**src/rtl/sdr_pkg.sv**
```systemverilog
// -----------------------------------------------------------------------------
// sdr_pkg
//   Shared definitions for the SDRAM controller system-bus front end:
//   command-type encodings driven on cmd_type, front-end FSM state encodings
//   and the default burst length.
// -----------------------------------------------------------------------------
package sdr_pkg;

    // Default number of data beats per access
    localparam int unsigned SDR_BURST_LEN = 8;

    // Command issued to the SDRAM command/data path
    typedef enum logic [1:0] {
        CMD_RD  = 2'd0,
        CMD_WR  = 2'd1,
        CMD_REF = 2'd2
    } sdr_cmd_e;

    // Front-end FSM states
    typedef enum logic [2:0] {
        ST_WAIT_INIT,
        ST_IDLE,
        ST_WCAP,
        ST_REQ,
        ST_WDATA,
        ST_RDATA,
        ST_REF,
        ST_DONE
    } sdr_state_e;

endpackage

```
**src/rtl/sdr_sys_front_ref_timer.sv**
```systemverilog
// -----------------------------------------------------------------------------
// sdr_ref_timer
//   Periodic refresh timer plus the refresh-pending flag. The timer counts
//   0..REF_PERIOD-1 while i_run is high and wraps; each terminal count sets
//   the pending flag, as does an external request pulse. A refresh command
//   acknowledge clears the flag; a set in the same cycle wins, and repeated
//   requests while pending collapse into one.
//   Only built when SDR_REF_TIMER_EN is defined.
//
// Ports:
//   sys_clk     in   clock
//   sys_rst_n   in   asynchronous active-low reset
//   i_run       in   timer enable (bus initialisation complete)
//   i_ref_req   in   external refresh request pulse
//   i_ref_clr   in   refresh command accepted
//   o_ref_pend  out  refresh pending
// -----------------------------------------------------------------------------
module sdr_ref_timer
    import sdr_pkg::*;
#(
    parameter int unsigned REF_PERIOD = 1560
)(
    input  logic sys_clk,
    input  logic sys_rst_n,
    input  logic i_run,
    input  logic i_ref_req,
    input  logic i_ref_clr,
    output logic o_ref_pend
);

    localparam int unsigned CW = (REF_PERIOD > 1) ? $clog2(REF_PERIOD) : 1;
    localparam logic [CW-1:0] TC_VAL = CW'(REF_PERIOD - 1);

    logic [CW-1:0] r_cnt;
    logic          r_pend;
    logic          w_tc;

    assign w_tc = i_run && (r_cnt == TC_VAL);

    always_ff @(posedge sys_clk or negedge sys_rst_n) begin
        if (!sys_rst_n) begin
            r_cnt <= '0;
        end else if (i_run) begin
            r_cnt <= w_tc ? '0 : r_cnt + CW'(1);
        end
    end

    always_ff @(posedge sys_clk or negedge sys_rst_n) begin
        if (!sys_rst_n) begin
            r_pend <= 1'b0;
        end else if (i_ref_req || w_tc) begin
            r_pend <= 1'b1;
        end else if (i_ref_clr) begin
            r_pend <= 1'b0;
        end
    end

    assign o_ref_pend = r_pend;

endmodule

```
**src/rtl/sdr_sys_front.sv**
```systemverilog
// -----------------------------------------------------------------------------
// sdr_sys_front
//   System-bus front end of the SDRAM controller. Blocks bus accesses until
//   SDRAM initialisation completes, captures write bursts into a local
//   buffer, arbitrates accesses against refresh, issues one command at a time
//   to the command/data path, returns read data and pulses sys_CYC_END when
//   an access completes.
//
// Configuration:
//   SDR_REF_TIMER_EN  defined: internal refresh timer (sdr_ref_timer) raises a
//                     refresh every REF_PERIOD cycles once sys_INIT_DONE is
//                     high. Undefined: refresh only from sys_REF_REQ.
//
// Ports:
//   sys_clk, sys_rst_n        clock, asynchronous active-low reset
//   sys_A[23:1]               word address, sampled with sys_ADSn
//   sys_ADSn                  active-low address strobe
//   sys_R_Wn                  1 = read, 0 = write
//   sys_D                     write data, BURST_LEN cycles after strobe
//   sys_REF_REQ               external refresh request pulse
//   sys_INIT_DONE             bus may issue accesses
//   sys_CYC_END               one-cycle access-complete pulse
//   sys_RD_D, sys_RD_VLD      read data and valid
//   sys_ERR                   sticky protocol error
//   init_done_i               init-complete level from the command block
//   cmd_req/type/addr         command request to the command path
//   cmd_ack, cmd_done         command accepted / finished
//   wr_req, wr_data           write beat to the data path
//   rd_vld_i, rd_data_i       read beat from the data path
// -----------------------------------------------------------------------------
module sdr_sys_front
    import sdr_pkg::*;
#(
    parameter int unsigned BURST_LEN  = SDR_BURST_LEN,
    parameter int unsigned REF_PERIOD = 1560
)(
    input  logic        sys_clk,
    input  logic        sys_rst_n,
    input  logic [23:1] sys_A,
    input  logic        sys_ADSn,
    input  logic        sys_R_Wn,
    input  logic [15:0] sys_D,
    input  logic        sys_REF_REQ,
    output logic        sys_INIT_DONE,
    output logic        sys_CYC_END,
    output logic [15:0] sys_RD_D,
    output logic        sys_RD_VLD,
    output logic        sys_ERR,
    input  logic        init_done_i,
    output logic        cmd_req,
    output logic [1:0]  cmd_type,
    output logic [23:1] cmd_addr,
    input  logic        cmd_ack,
    input  logic        cmd_done,
    output logic        wr_req,
    output logic [15:0] wr_data,
    input  logic        rd_vld_i,
    input  logic [15:0] rd_data_i
);

    localparam int unsigned IDX_W = $clog2(BURST_LEN);
    localparam int unsigned CNT_W = IDX_W + 1;
    localparam logic [CNT_W-1:0] CNT_LAST = CNT_W'(BURST_LEN - 1);
    localparam logic [CNT_W-1:0] CNT_FULL = CNT_W'(BURST_LEN);

    sdr_state_e       r_state;
    sdr_state_e       w_next;

    logic [23:1]      r_addr;
    logic             r_is_rd;
    logic [15:0]      r_buf [BURST_LEN];
    logic [CNT_W-1:0] r_idx;
    logic [CNT_W-1:0] r_beat;
    logic             r_done_seen;
    logic             r_ref_acked;
    logic             r_init_done;
    logic             r_err;
    logic [15:0]      r_rd_d;
    logic             r_rd_vld;

    logic             w_strobe;
    logic             w_beat_in;
    logic [CNT_W-1:0] w_beat_nxt;
    logic             w_done_any;
    logic             w_ref_pend;
    logic             w_ref_clr;
    sdr_cmd_e         w_acc_cmd;

    assign w_strobe   = !sys_ADSn;
    assign w_done_any = r_done_seen || cmd_done;
    // Beats beyond BURST_LEN are not counted (they only flag an error)
    assign w_beat_in  = rd_vld_i && (r_beat != CNT_FULL);
    assign w_beat_nxt = r_beat + CNT_W'(w_beat_in);
    assign w_acc_cmd  = r_is_rd ? CMD_RD : CMD_WR;
    // Only the first acknowledge of a refresh clears the pending flag
    assign w_ref_clr  = (r_state == ST_REF) && cmd_ack && !r_ref_acked;

    // ---------------------------------------------------------------- refresh
`ifdef SDR_REF_TIMER_EN
    sdr_ref_timer #(
        .REF_PERIOD (REF_PERIOD)
    ) u_ref_timer (
        .sys_clk    (sys_clk),
        .sys_rst_n  (sys_rst_n),
        .i_run      (r_init_done),
        .i_ref_req  (sys_REF_REQ),
        .i_ref_clr  (w_ref_clr),
        .o_ref_pend (w_ref_pend)
    );
`else
    logic r_ref_pend;
    logic w_unused_ref_period;

    assign w_unused_ref_period = |REF_PERIOD;

    always_ff @(posedge sys_clk or negedge sys_rst_n) begin
        if (!sys_rst_n) begin
            r_ref_pend <= 1'b0;
        end else if (sys_REF_REQ) begin
            r_ref_pend <= 1'b1;
        end else if (w_ref_clr) begin
            r_ref_pend <= 1'b0;
        end
    end

    assign w_ref_pend = r_ref_pend;
`endif

    // ------------------------------------------------------- state register
    always_ff @(posedge sys_clk or negedge sys_rst_n) begin
        if (!sys_rst_n) begin
            r_state <= ST_WAIT_INIT;
        end else begin
            r_state <= w_next;
        end
    end

    // ------------------------------------------------------------ next state
    always_comb begin
        w_next = r_state;
        unique case (r_state)
            ST_WAIT_INIT: if (init_done_i) w_next = ST_IDLE;
            ST_IDLE: begin
                // A bus strobe always wins over a pending refresh
                if (w_strobe) begin
                    w_next = sys_R_Wn ? ST_REQ : ST_WCAP;
                end else if (w_ref_pend) begin
                    w_next = ST_REF;
                end
            end
            ST_WCAP:  if (r_idx == CNT_LAST) w_next = ST_REQ;
            ST_REQ:   if (cmd_ack) w_next = r_is_rd ? ST_RDATA : ST_WDATA;
            ST_WDATA: if ((r_idx == CNT_FULL) && w_done_any) w_next = ST_DONE;
            ST_RDATA: if ((w_beat_nxt == CNT_FULL) && w_done_any) w_next = ST_DONE;
            ST_REF:   if ((r_ref_acked || cmd_ack) && cmd_done) w_next = ST_IDLE;
            ST_DONE:  w_next = ST_IDLE;
            default:  w_next = ST_WAIT_INIT;
        endcase
    end

    // --------------------------------------------------------------- outputs
    always_comb begin
        cmd_req     = 1'b0;
        cmd_type    = CMD_RD;
        wr_req      = 1'b0;
        wr_data     = '0;
        sys_CYC_END = 1'b0;
        unique case (r_state)
            ST_REQ: begin
                cmd_req  = 1'b1;
                cmd_type = w_acc_cmd;
            end
            ST_WDATA: begin
                cmd_type = w_acc_cmd;
                if (r_idx != CNT_FULL) begin
                    wr_req  = 1'b1;
                    wr_data = r_buf[r_idx[IDX_W-1:0]];
                end
            end
            ST_RDATA: cmd_type = w_acc_cmd;
            ST_REF: begin
                cmd_req  = !r_ref_acked;
                cmd_type = CMD_REF;
            end
            ST_DONE:  sys_CYC_END = 1'b1;
            default: ;
        endcase
    end

    assign cmd_addr      = r_addr;
    assign sys_INIT_DONE = r_init_done;
    assign sys_ERR       = r_err;
    assign sys_RD_D      = r_rd_d;
    assign sys_RD_VLD    = r_rd_vld;

    // -------------------------------------------------------------- datapath
    // r_idx is shared: capture index in WCAP, beat index in WDATA.
    always_ff @(posedge sys_clk or negedge sys_rst_n) begin
        if (!sys_rst_n) begin
            r_addr      <= '0;
            r_is_rd     <= 1'b0;
            r_buf       <= '{default: '0};
            r_idx       <= '0;
            r_beat      <= '0;
            r_done_seen <= 1'b0;
            r_ref_acked <= 1'b0;
        end else begin
            unique case (r_state)
                ST_IDLE: begin
                    r_idx       <= '0;
                    r_beat      <= '0;
                    r_done_seen <= 1'b0;
                    r_ref_acked <= 1'b0;
                    if (w_strobe) begin
                        r_addr  <= sys_A;
                        r_is_rd <= sys_R_Wn;
                    end
                end
                ST_WCAP: begin
                    r_buf[r_idx[IDX_W-1:0]] <= sys_D;
                    r_idx <= (r_idx == CNT_LAST) ? '0 : r_idx + CNT_W'(1);
                end
                ST_WDATA: begin
                    if (r_idx != CNT_FULL) r_idx <= r_idx + CNT_W'(1);
                    if (cmd_done) r_done_seen <= 1'b1;
                end
                ST_RDATA: begin
                    r_beat <= w_beat_nxt;
                    if (cmd_done) r_done_seen <= 1'b1;
                end
                ST_REF: if (cmd_ack) r_ref_acked <= 1'b1;
                default: ;
            endcase
        end
    end

    // Read return: one-cycle registered copy of accepted beats
    always_ff @(posedge sys_clk or negedge sys_rst_n) begin
        if (!sys_rst_n) begin
            r_rd_d   <= '0;
            r_rd_vld <= 1'b0;
        end else begin
            r_rd_vld <= (r_state == ST_RDATA) && w_beat_in;
            if ((r_state == ST_RDATA) && w_beat_in) r_rd_d <= rd_data_i;
        end
    end

    // Init-done flag and sticky protocol error
    always_ff @(posedge sys_clk or negedge sys_rst_n) begin
        if (!sys_rst_n) begin
            r_init_done <= 1'b0;
            r_err       <= 1'b0;
        end else begin
            if (init_done_i) r_init_done <= 1'b1;
            if (w_strobe && (r_state != ST_IDLE)) r_err <= 1'b1;
            if ((r_state == ST_RDATA) && rd_vld_i && !w_beat_in) r_err <= 1'b1;
        end
    end

endmodule

```
**config.mk**
```make
export PLATFORM = sky130hd
export DESIGN_NAME = sdr_sys_front
export DESIGN_NICKNAME = d
export VERILOG_FILES = /design/src/rtl/sdr_pkg.sv /design/src/rtl/sdr_sys_front_ref_timer.sv /design/src/rtl/sdr_sys_front.sv
export SDC_FILE = /design/constraint.sdc
export NUM_CORES = 1
export LEC_CHECK = 0
export BUFFER_PORTS_ARGS = -buffer_cell sky130_fd_sc_hd__buf_2
export CORE_MARGIN = 10
export CORE_UTILIZATION = 51
export DETAILED_ROUTE_END_ITERATION = 12
export PLACE_DENSITY = 0.79
export SLEW_MARGIN = 40
export SYNTH_ARGS = -nofsm -noshare
export SYNTH_HDL_FRONTEND = slang
export SYNTH_HIERARCHICAL = 1
export SYNTH_SLANG_ARGS = --single-unit
export TNS_END_PERCENT = 5
```
**constraint.sdc**
```tcl
create_clock -name sys_clk -period 2.1 [get_ports sys_clk]
set_clock_uncertainty 0.2 [all_clocks]
set_input_delay 0.42 -clock sys_clk [delete_from_list [all_inputs] [get_ports sys_clk]]
set_output_delay 0.42 -clock sys_clk [all_outputs]
set_load 0.02 [all_outputs]
```
==> results of run 1 <==
## cell usage after synthesis, types with 5 or more instances
library cell,number
nor2b_1,6
buf_6,8
buf_2,16
nand2_1,16
a22oi_1,66
nand2_4,5
inv_1,6
dfrtp_1,185
mux2_2,134
nor2_1,8
mux2_4,30
o21ai_0,11
a41oi_1,19
a21oi_1,6
clkbuf_1,5
mux2_1,6
## routing by layer
metal  track usage, %  routed length [um]
met5                0                   0
met4             7.83                 587
met3             4.06                1120
met2             37.2               12100
met1             24.5                8800
## sequential cells by signal, indices dropped and copies added, names as in the netlist
register	count
r_beat	4
cmd_addr	23
r_ref_acked	1
r_buf	128
sys_RD_VLD	1
sys_ERR	1
r_idx	4
r_ref_pend	1
r_state	3
sys_INIT_DONE	1
r_done_seen	1
r_is_rd	1
sys_RD_D	16
## critical path, delay by kind of cell, from the launching register on
family,cells,cell delay (ns)
compound gates,2,0.33
buf+inv,4,0.61
flops,1,0.45
simple gates,1,0.22
## kinds of logic after synthesis
logic type	after synthesis
flops	185
mux	171
compound gates	117
simple gates	74
buf+inv	40
fa+ha+maj	4
## power groups by stage
| stage | registers, mW | logic [mW] | clock network [mW] |
|---|---|---|---|
| after floorplan | 5.84 | 3.18 | 0 |
| after global placement | 5.35 | 5.41 | 0 |
| final | 5.49 | 5.97 | 3.41 |
| after CTS | 5.45 | 5.88 | 3.45 |
| after detailed placement | 5.45 | 5.62 | 0 |
| after global routing | 5.62 | 6.38 | 3.61 |
## area by class of cell
| cell class | instances | area, um^2 | share of cell area, % |
|---|---|---|---|
| Sequential cell | 185 | 4630 | 42.8 |
| Timing Repair Buffer | 193 | 1430 | 13.2 |
| Clock inverter | 15 | 205 | 1.89 |
| Tap cell | 216 | 270 | 2.49 |
| Multi-Input combinational cell | 366 | 3830 | 35.4 |
| Clock buffer | 17 | 425 | 3.93 |
| Inverter | 8 | 35.0 | 0.323 |
## through the flow
stage                     cell area, um^2  power [mW]  hold slack [ns]  setup WS, ns
after detailed placement             9850        11.1            0.208        -0.381
after global placement               9850        10.8            0.201        -0.247
final                               10800        14.9           0.0127        -0.568
after global routing                10800        15.6          0.00811        -0.636
after CTS                           10700        14.8          0.00575        -0.571
after floorplan                      8600        9.02          -0.0756        -0.148
## cells in the final DEF, fill, tap and decap left out, types with 4 or more instances in the layout
cell type and instances:
dfrtp_1 183, mux2_2 134, buf_2 108, a22oi_1 51, buf_4 50, mux2_4 30
clkbuf_16 17, buf_6 17, nand2_1 16, a22oi_2 15, buf_12 14, a41oi_4 10
o21ai_0 10, nor2_1 7, inv_6 6, nor2b_1 6, a21oi_1 6, a41oi_2 6
mux2_1 6, nor3_4 5, inv_1 5, nand2_4 5, nand2b_1 4, inv_8 4
## what timing repair did
action	in CTS	in global routing
cloned	0	0
setup endpoints to repair	39	23
pin swaps	2	2
hold endpoints to repair	44	0
hold buffers	3	0
resized for setup	43	18
buffers inserted	5	3
## worst max-delay path by stage
stage | endpoint | cells past startpoint
3_5_place_dp | r_state[1] | 8
5_1_grt | wr_data[8] | 7
4_1_cts | wr_data[10] | 7
2_1_floorplan | wr_data[0] | 7
6_report | wr_data[8] | 7
3_3_place_gp | wr_data[3] | 6
==> summary.md, run 1 <==
| Metric | Value |
|---|---|
| Lkg Pwr | `4.80 nW` |
| Post-synthesis adder-cell area fraction | `0.601%` |
| Post-DR vias/cell | `5.96` |
| Gpl congestion | `0.912` |
| Worst hold stages | `2` |
| Std-Cell Rows | `46` |
| Vias in the first global route | `6583` |
| Synth area leader | `dfrtp_1` |
| Setup TNS | `-9.45 ns` |
| Reg2reg path depth | `8` |
| Hold EP | `cmd_addr[9]` |
| Synth Flop Type | `dfrtp_1` |
| Int Pwr | `9.51 mW` |
| Clock sinks | `185` |
| Post-synth ARST share | `100%` |
| Final Util | `68.0%` |
| CP max FO | `6` |
| Die Span Y | `148 um` |
| Worst Hold Class | `in -> reg` |
| CTS Root Cell | `clkbuf_16` |
| Sw frac | `36.1%` |
| Worst-margin pin slew | `0.537 ns` |
| Reg2reg setup slack | `-0.26 ns` |
| Seq pwr share | `36.9%` |
| Switching power | `5.36 mW` |
| Max Freq | `375 MHz` |
| Synth area leaders | `dfrtp_1 (56%), mux2_2 (18%), a22oi_1 (5.9%)` |
| Post-Route WL | `22.6 mm` |
| Hold violation count in the final report | `0` |
| Vias | `5956` |
| Area Overhead vs Synth | `30.1%` |
| Largest family of logic cells by synthesized area | `multiplexers` |
| Max_cap viols | `0` |
| Comb power frac | `40.1%` |
| Pre-antenna DRT Iters | `5` |
| Post-Layout Cell Count | `1000` |
| Synth Area in Simple Gates | `5.98%` |
| Worst vdd ir | `935 uV` |
| Die ar. | `0.0218 mm^2` |
| CTS buffer count | `17` |
| Clock power frac | `22.9%` |
| Xor/xnor cell area share of the yosys netlist | `0%` |
| Worst R2R Start | `r_beat[0]` |
| Reg-to-reg endpoint | `r_state[1]` |
| Initial Util | `52.2%` |
| Unrepaired setup endpoints after global routing | `yes` |
| Yosys warns | `6` |
| Worst setup EP type | `output port` |
| GRT Overall Usage | `20.9%` |
| Crit start category | `flop` |
| #FFs+latches synth | `185` |
| Final period util | `127%` |
| Worst slew margin | `64.2%` |
| Pin count of the biggest net entering global routing | `48` |
| # H-tree levels | `4` |
| DR iter-0 viols | `344` |
| Post-synth EDFFs | `0` |
| Critical path's largest stage delay | `0.45 ns` |
| Slowest CP cell | `dfrtp_2` |
| Die Wd | `148 um` |
| Inserted Diodes | `0` |
| Dpl cells | `957` |
| Antenna violation net count after detailed routing | `0` |
| Netlist cell types | `54` |
| CTS tree | `yes` |
| Port Buf Inserts | `126` |
| Hold wc startpoint | `sys_A[9]` |
| Avg Cell Area, Syn | `14.1 um^2` |
| Post-synthesis cell area | `0.00833 mm^2` |
| Max-slew violation count | `0` |
| Fill count | `1126` |
| Compound-gate portion of the synthesized area | `10.5%` |
| Tmin final | `2.67 ns` |
| WL/cell | `22.6 um` |
| CTS Buffer Depth | `2` |
| Power Density | `1370 mW/mm^2` |
| Final WS setup | `-0.568 ns` |
| Top Ports | `127` |
| Global-route wire length before repair | `36.3 mm` |
| Sequential fraction of the synthesis area | `55.6%` |
| CP most frequent cell | `buf_4` |
| Post-synth net total | `659` |
| Core Area | `0.0159 mm^2` |
| Final setup violation count | `21` |
| Cell chain of the critical path | `inv_6 > buf_4 > and3_1 > buf_4 > a22oi_1 > a41oi_2 > buf_4` |
| Status | `finished, violations left` |
| Residual DRC count | `0` |
| Post-layout nets | `839` |
| Failing checks | `negative setup slack` |
| Post-synth top area share | `55.6%` |
| Fraction of layout cells with a size suffix above 1 | `57.0%` |
| Worst-Skew Late Latency | `0.43 ns` |
| Dpl hpwl | `15.2 mm` |
| CP Class | `reg -> out` |
| Synthesized instance count | `591` |
| Multiplexer share of the synthesized area | `24.5%` |
| Critical Path Source | `r_idx[0]` |
| Required @ worst endpoint | `1.48 ns` |
| Gr ovfl total | `0` |
| Initial antenna violation count | `0` |
| CP Data Arrival Time | `2.05 ns` |
| Reg clk slew, reported paths | `0.08 ns` |
Power figures use the tool's default switching activity.
==> run 2: changes to the inputs <==
--- a/config.mk
+++ b/config.mk
@@ -10,6 +10,7 @@
 export CORE_UTILIZATION = 51
 export DETAILED_ROUTE_END_ITERATION = 12
 export PLACE_DENSITY = 0.79
+export RECOVER_POWER = 25
 export SLEW_MARGIN = 40
 export SYNTH_ARGS = -nofsm -noshare
 export SYNTH_HDL_FRONTEND = slang
==> constraint.sdc (replaced) <==
create_clock -name sys_clk -period 2.1 [get_ports sys_clk]
set_clock_uncertainty 0.2 [all_clocks]
set_input_delay 0.42 -clock sys_clk [delete_from_list [all_inputs] [get_ports sys_clk]]
set_output_delay 0.42 -clock sys_clk [all_outputs]
set_load 0.005 [all_outputs]
==> run 2 against run 1 <==
Routed wire length fell by 3.4%. Die area did not move. Critical path depth fell by 2. Setup slack improved by 0.052 ns. Combinational power fell by 15%. First-iteration DRC count rose by 18%. Sequential share of layout area rose by 1.1 points. The run still ends with negative setup slack left. Clock power rose by 2%. Utilization fell by 1.6 points. Cell area fell by 2.4%.
==> summary.md, run 2 (synthesis gave the netlist of run 1 again) <==
| Metric | Value |
|---|---|
| Status | `finished, violations left` |
| Failing checks | `negative setup slack` |
| Vias | `5863 (-1.6%)` |
| Global-route wire length before repair | `35.6 mm (-1.8%)` |
| Residual DRC count | `0 (unchanged)` |
| Power Density | `1330 mW/mm^2 (-3.4%)` |
| Die ar. | `0.0218 mm^2 (unchanged)` |
| Final setup violation count | `19 (-9.5%)` |
| Most common cell after layout, fill and taps aside | `dfrtp_1` |
| Worst hold stages | `2 (unchanged)` |
| Worst-Skew Late Latency | `0.42 ns (about the same)` |
| Worst setup EP type | `output port` |
| Gr ovfl total | `0 (unchanged)` |
| Worst Hold Class | `in -> reg` |
| Initial antenna violation count | `0 (unchanged)` |
| Worst vdd ir | `886 uV (-5.3%)` |
| Max Freq | `382 MHz (+2.0%)` |
| Core Area | `0.0159 mm^2 (unchanged)` |
| Post-DR vias/cell | `5.92 (-0.67%)` |
| Max-slew violation count | `0 (unchanged)` |
| Die Span Y | `148 um (unchanged)` |
| Pin count of the biggest net entering global routing | `55 (+15%)` |
| WL/cell | `22.0 um (-2.5%)` |
| Required @ worst endpoint | `1.48 ns (about the same)` |
| GRT Overall Usage | `20.4% (-0.48 points)` |
| Reg2reg path depth | `8 (unchanged)` |
| CTS Buffer Depth | `2 (unchanged)` |
| Antenna violation net count after detailed routing | `0 (unchanged)` |
| Pre-antenna DRT Iters | `5 (unchanged)` |
| CP max FO | `7 (+1)` |
| Post-layout nets | `830 (-1.1%)` |
| Initial Util | `52.2% (unchanged)` |
| Port Buf Inserts | `126 (unchanged)` |
| Die Wd | `148 um (unchanged)` |
| CTS buffer count | `17 (unchanged)` |
| CTS tree | `yes` |
| CTS Root Cell | `clkbuf_16` |
| Worst R2R Start | `r_beat[0]` |
| Hold wc startpoint | `sys_A[22]` |
| CP Data Arrival Time | `2.00 ns (-0.05 ns)` |
| # H-tree levels | `4 (unchanged)` |
| Reg-to-reg endpoint | `r_state[1]` |
| Final period util | `125% (-2.5 points)` |
| Gpl congestion | `0.838 (-8.2%)` |
| Clock sinks | `185 (unchanged)` |
| Crit start category | `flop` |
| CP Class | `reg -> out` |
| Overall Power | `14.0 mW (-5.7%)` |
| Dpl hpwl | `14.7 mm (-3.2%)` |
| Worst slew margin | `13.7% (-50 points)` |
| Hold EP | `cmd_addr[22]` |
| Fill count | `1148 (+2.0%)` |
| Biggest register | `r_buf` |
| Vias in the first global route | `6709 (+1.9%)` |
| Std-Cell Rows | `46 (unchanged)` |
| Unrepaired setup endpoints after global routing | `yes` |
| Tmin final | `2.62 ns (-0.0519 ns)` |
| Area Overhead vs Synth | `26.9%` |
| DR iter-0 viols | `405 (+18%)` |
| Reg2reg setup slack | `-0.18 ns (+0.08 ns)` |
| Max_cap viols | `0 (unchanged)` |
| Final WS setup | `-0.516 ns (+0.0519 ns)` |
| Reg clk slew, reported paths | `0.06 ns (-0.02 ns)` |
| Hold violation count in the final report | `0 (unchanged)` |
| Post-Route WL | `21.8 mm (-3.4%)` |
| Max reg flops | `128 (unchanged)` |
| Lkg Pwr | `4.75 nW (-1.1%)` |
| Worst-margin pin slew | `1.29 ns (+0.757 ns)` |
| Hold_ws | `0.0201 ns (+0.00746 ns)` |
| Fraction of layout cells with a size suffix above 1 | `55.8% (-1.2 points)` |
| Most frequent cells in the layout | `dfrtp_1 (183), mux2_2 (134), buf_2 (125), a22oi_1 (63), buf_4 (36)` |
| Top Ports | `127 (unchanged)` |
[run 2: cell count changes in the layout (fill, tap and decap cells not counted), sizes merged]
cell         change
buf              -8
bufinv           +1
clkbuf           +4
clkinvlp         +1
diode            +1
dlygate4sd3      -1
inv              -7
[run 2: worst max-delay path by stage]
stage | startpoint | to | slack [ns] | depth (start not counted)
after global placement | r_idx[0] | wr_data[15] | -0.15 | 5
final | r_state[1] | wr_data[6] | -0.52 | 5
after detailed placement | r_beat[0] | r_state[1] | -0.17 | 8
after floorplan | r_state[0] | wr_data[0] | -0.06 | 6
after global routing | r_idx[1] | wr_data[6] | -0.57 | 7
after CTS | r_idx[0] | wr_data[6] | -0.54 | 7
[run 2: per-layer routing]
layer | global-route usage [%] | share of wire (%) | wire length, um | vias up
met5 | 0 | 0 | 0 | -
met4 | 6.34 | 1.7 | 369 | 0
met3 | 6.99 | 8.3 | 1810 | 39
met2 | 35.9 | 52 | 11300 | 245
met1 | 22.9 | 38 | 8370 | 3027
li1 | - | - | - | 2552
[run 2: cell type report]
cell class              instances  area [um^2]  area share, %
multi-input cells             366         3680           34.8
clock inverters                10          164           1.55
repair buffers                184         1310           12.4
inverters                       8         35.0          0.331
diodes                          1         2.50         0.0237
well taps                     216          270           2.56
flip-flops and latches        185         4630           43.8
clock buffers                  21          480           4.54
[run 2: worst max-delay path: stages, from the launching register on]
cell and delay, ns:
dfrtp_1 0.40, or3b_1 0.39, or2_4 0.28, buf_8 0.15
a41oi_2 0.19, buf_2 0.16
[run 2: repair_timing]
item / 4_1_cts / 5_1_grt
pin swaps: 4 / 3
setup endpoints to repair: 21 / 39
hold endpoints to repair: 49 / 0
buffers inserted: 3 / 1
resized for setup: 21 / 19
hold buffers: 2 / 0
[run 2: where the power goes]
group	internal, mW	switching [mW]	total, mW
Clock	2.12	1.35	3.47
Combinational	2.70	2.38	5.08
Sequential	4.76	0.725	5.48
[run 2: through the flow]
stage / setup WS [ns] / utilization (%) / cells / cell area, um^2 / setup TNS, ns
3_3_place_gp: -0.151 / 60.7 / 953 / 9680 / -1.36
3_5_place_dp: -0.175 / 60.7 / 953 / 9680 / -2.23
2_1_floorplan: -0.0622 / - / 591 / 8430 / -0.577
6_report: -0.516 / 66.3 / 991 / 10600 / -8.39
5_1_grt: -0.572 / 66.3 / 990 / 10600 / -13.02
4_1_cts: -0.544 / 65.8 / 989 / 10500 / -8.99
==> run 3: changes to the inputs <==
--- a/config.mk
+++ b/config.mk
@@ -7,11 +7,11 @@
 export LEC_CHECK = 0
 export BUFFER_PORTS_ARGS = -buffer_cell sky130_fd_sc_hd__buf_2
 export CORE_MARGIN = 10
-export CORE_UTILIZATION = 51
+export CORE_UTILIZATION = 53
+export CTS_BUF_LIST = sky130_fd_sc_hd__clkbuf_4 sky130_fd_sc_hd__clkbuf_8
 export DETAILED_ROUTE_END_ITERATION = 12
-export PLACE_DENSITY = 0.79
+export PLACE_DENSITY = 0.81
 export RECOVER_POWER = 25
-export SLEW_MARGIN = 40
 export SYNTH_ARGS = -nofsm -noshare
 export SYNTH_HDL_FRONTEND = slang
 export SYNTH_HIERARCHICAL = 1
==> run 3 against run 2 <==
The run still ends with negative setup slack left. Routed wire length grew 4.7%. Maximum frequency shrank 1.1%. Die area shrank 3.3%. Global-route usage grew 0.73 points. Largest power group unchanged.
==> summary.md, run 3 (synthesis gave the netlist of run 1 again) <==
| Metric | Value |
|---|---|
| Hold EP | `r_buf[21]` |
| Crit start category | `flop` |
| Placement Setup Slack | `-0.198 ns (-0.0227 ns)` |
| Max Freq | `378 MHz (-1.1%)` |
| Required @ worst endpoint | `1.48 ns (about the same)` |
| Initial antenna violation count | `1 (+1)` |
| Crit path buf inv count | `2 (unchanged)` |
| Worst-margin pin slew | `1.00 ns (-0.291 ns)` |
| Status | `finished, violations left` |
| Final period util | `126% (+1.4 points)` |
| DR iter-0 viols | `405 (unchanged)` |
| Area Overhead vs Synth | `30.7%` |
| Final Util | `71.1% (+4.8 points)` |
| CTS Root Cell | `clkbuf_8` |
| Dpl hpwl | `14.6 mm (-1.1%)` |
| Clock sinks | `185 (unchanged)` |
| Die ar. | `0.0211 mm^2 (-3.3%)` |
| Worst setup EP type | `output port` |
| Setup TNS | `-8.86 ns (-0.473 ns)` |
| GRT Overall Usage | `21.2% (+0.73 points)` |
| Gpl congestion | `0.835 (-0.26%)` |
| Die Wd | `145 um (-1.6%)` |
| Worst vdd ir | `761 uV (-14%)` |
| Die Span Y | `145 um (-1.6%)` |
| Critical path's largest stage delay | `0.40 ns (about the same)` |
| Reg-to-reg endpoint | `r_state[1]` |
| Failing checks | `negative setup slack` |
| Worst hold stages | `2 (unchanged)` |
| CP Class | `reg -> out` |
| Power Density | `1220 mW/mm^2 (-8.0%)` |
| Hold wc startpoint | `sys_D[5]` |
| Gr ovfl total | `0 (unchanged)` |
| Fraction of layout cells with a size suffix above 1 | `55.7% (-0.15 points)` |
| Post-DR vias/cell | `5.85 (-1.1%)` |
| Vias | `6045 (+3.1%)` |
| Final setup violation count | `22 (+3)` |
| Worst Hold Class | `in -> reg` |
| Unrepaired setup endpoints after global routing | `yes` |
| Reg clk slew, reported paths | `0.10 ns (+0.04 ns)` |
| Global-route wire length before repair | `36.1 mm (+1.3%)` |
| Slowest CP cell | `or3b_4` |
| Max reg flops | `128 (unchanged)` |
| Worst slew margin | `33.1% (+19 points)` |
| CP Data Arrival Time | `2.03 ns (+0.03 ns)` |
| Most common cell after layout, fill and taps aside | `dfrtp_1` |
| Pre-antenna DRT Iters | `5 (unchanged)` |
| Vias in the first global route | `6659 (-0.75%)` |
| Max_cap viols | `0 (unchanged)` |
| Cell chain of the critical path | `or3b_4 > or2_4 > buf_12 > a41oi_2 > buf_2` |
| Top Ports | `127 (unchanged)` |
| Post-layout nets | `876 (+5.5%)` |
| CP max FO | `10 (+3)` |
| Worst R2R Start | `r_beat[2]` |
| WL/cell | `22.1 um (+0.48%)` |
| Most frequent cells in the layout | `dfrtp_1 (182), mux2_2 (134), buf_2 (123), a22oi_1 (46), dlygate4sd3_1 (43)` |
| Antenna violation net count after detailed routing | `0 (unchanged)` |
| Tmin final | `2.65 ns (+0.0294 ns)` |
| CTS buffer count | `17 (unchanged)` |
| CTS tree | `yes` |
| # H-tree levels | `4 (unchanged)` |
| Std-Cell Rows | `45 (-2.2%)` |
| Max-slew violation count | `0 (unchanged)` |
| Hold violation count in the final report | `0 (unchanged)` |
| Lkg Pwr | `4.84 nW (+1.9%)` |
| Reg2reg setup slack | `-0.08 ns (+0.10 ns)` |
| Post-Route WL | `22.9 mm (+4.7%)` |
| Core Area | `0.0153 mm^2 (-3.9%)` |
| Pin count of the biggest net entering global routing | `113 (+110%)` |
| CTS Buffer Depth | `2 (unchanged)` |
| Final WS setup | `-0.546 ns (-0.0294 ns)` |
| Biggest register | `r_buf` |
| Port Buf Inserts | `126 (unchanged)` |
| Residual DRC count | `0 (unchanged)` |
| Reg2reg path depth | `8 (unchanged)` |
| Initial Util | `54.4% (+2.1 points)` |
| Crit path max-delay family | `simple AND/OR/NAND/NOR gates` |
| Worst-Skew Late Latency | `0.46 ns (+0.04 ns)` |
run 3: cell count changes in the layout (fill, tap and decap cells not counted), moves of 3 or more:
cell           before  now
inv_6               2    6
dlygate4sd3_1       2   43
clkbuf_8            4   18
buf_6               2   14
a22oi_2             3   20
buf_4              36   32
a22oi_1            63   46
bufinv_16           4    1
clkbuf_16          17    0
run 3: what timing repair did:
| action | 4_1_cts | 5_1_grt |
|---|---|---|
| endpoints found under the setup margin | 22 | 23 |
| hold buffers | 43 | 0 |
| cloned | 0 | 1 |
| setup buffers | 3 | 4 |
| gates resized for setup | 48 | 16 |
| pin swaps | 5 | 8 |
| endpoints found under the hold margin | 227 | 0 |
run 3: stage by stage:
stage	total power, mW	instance area [um^2]	hold slack [ns]	std cells
after CTS	13.1	10800	0.0457	1027
final	13.3	10900	0.0852	1033
after global placement	9.94	9690	0.00571	949
after floorplan	8.22	8430	-0.0756	591
after detailed placement	10.2	9690	0.00533	949
after global routing	14.0	10900	0.0473	1032
run 3: cell type report:
| class | instances | area (um^2) |
|---|---|---|
| well taps | 211 | 264 |
| clock inverters | 14 | 156 |
| fillers | 982 | 4420 |
| flip-flops and latches | 185 | 4630 |
| clock buffers | 18 | 248 |
| multi-input cells | 366 | 3790 |
| inverters | 8 | 32.5 |
| diodes | 1 | 2.50 |
| repair buffers | 230 | 1760 |
run 3: worst max-delay path by stage:
stage                    start           to  slack (ns)  cells after the start
detailed placement   r_beat[0]   r_state[1]       -0.20                      8
global route        r_state[1]   wr_data[2]       -0.61                      5
global placement    r_state[0]   wr_data[6]       -0.12                      5
finish              r_state[1]  wr_data[10]       -0.55                      5
floorplan           r_state[0]   wr_data[0]       -0.06                      6
CTS                 r_state[1]   wr_data[6]       -0.55                      5
run 3: power by group:
| group | internal [mW] | switching (mW) | total, mW |
|---|---|---|---|
| Clock | 1.03 | 1.37 | 2.40 |
| Combinational | 2.88 | 2.52 | 5.39 |
| Sequential | 4.75 | 0.752 | 5.50 |
| Total | 8.65 | 4.64 | 13.3 |
run 3: metal layers:
layer  GRT usage, %  share of wire (%)
met1           26.1                 41
met4           7.38                1.7
met3           6.86                7.8
met2           34.3                 49
met5              0              0.079
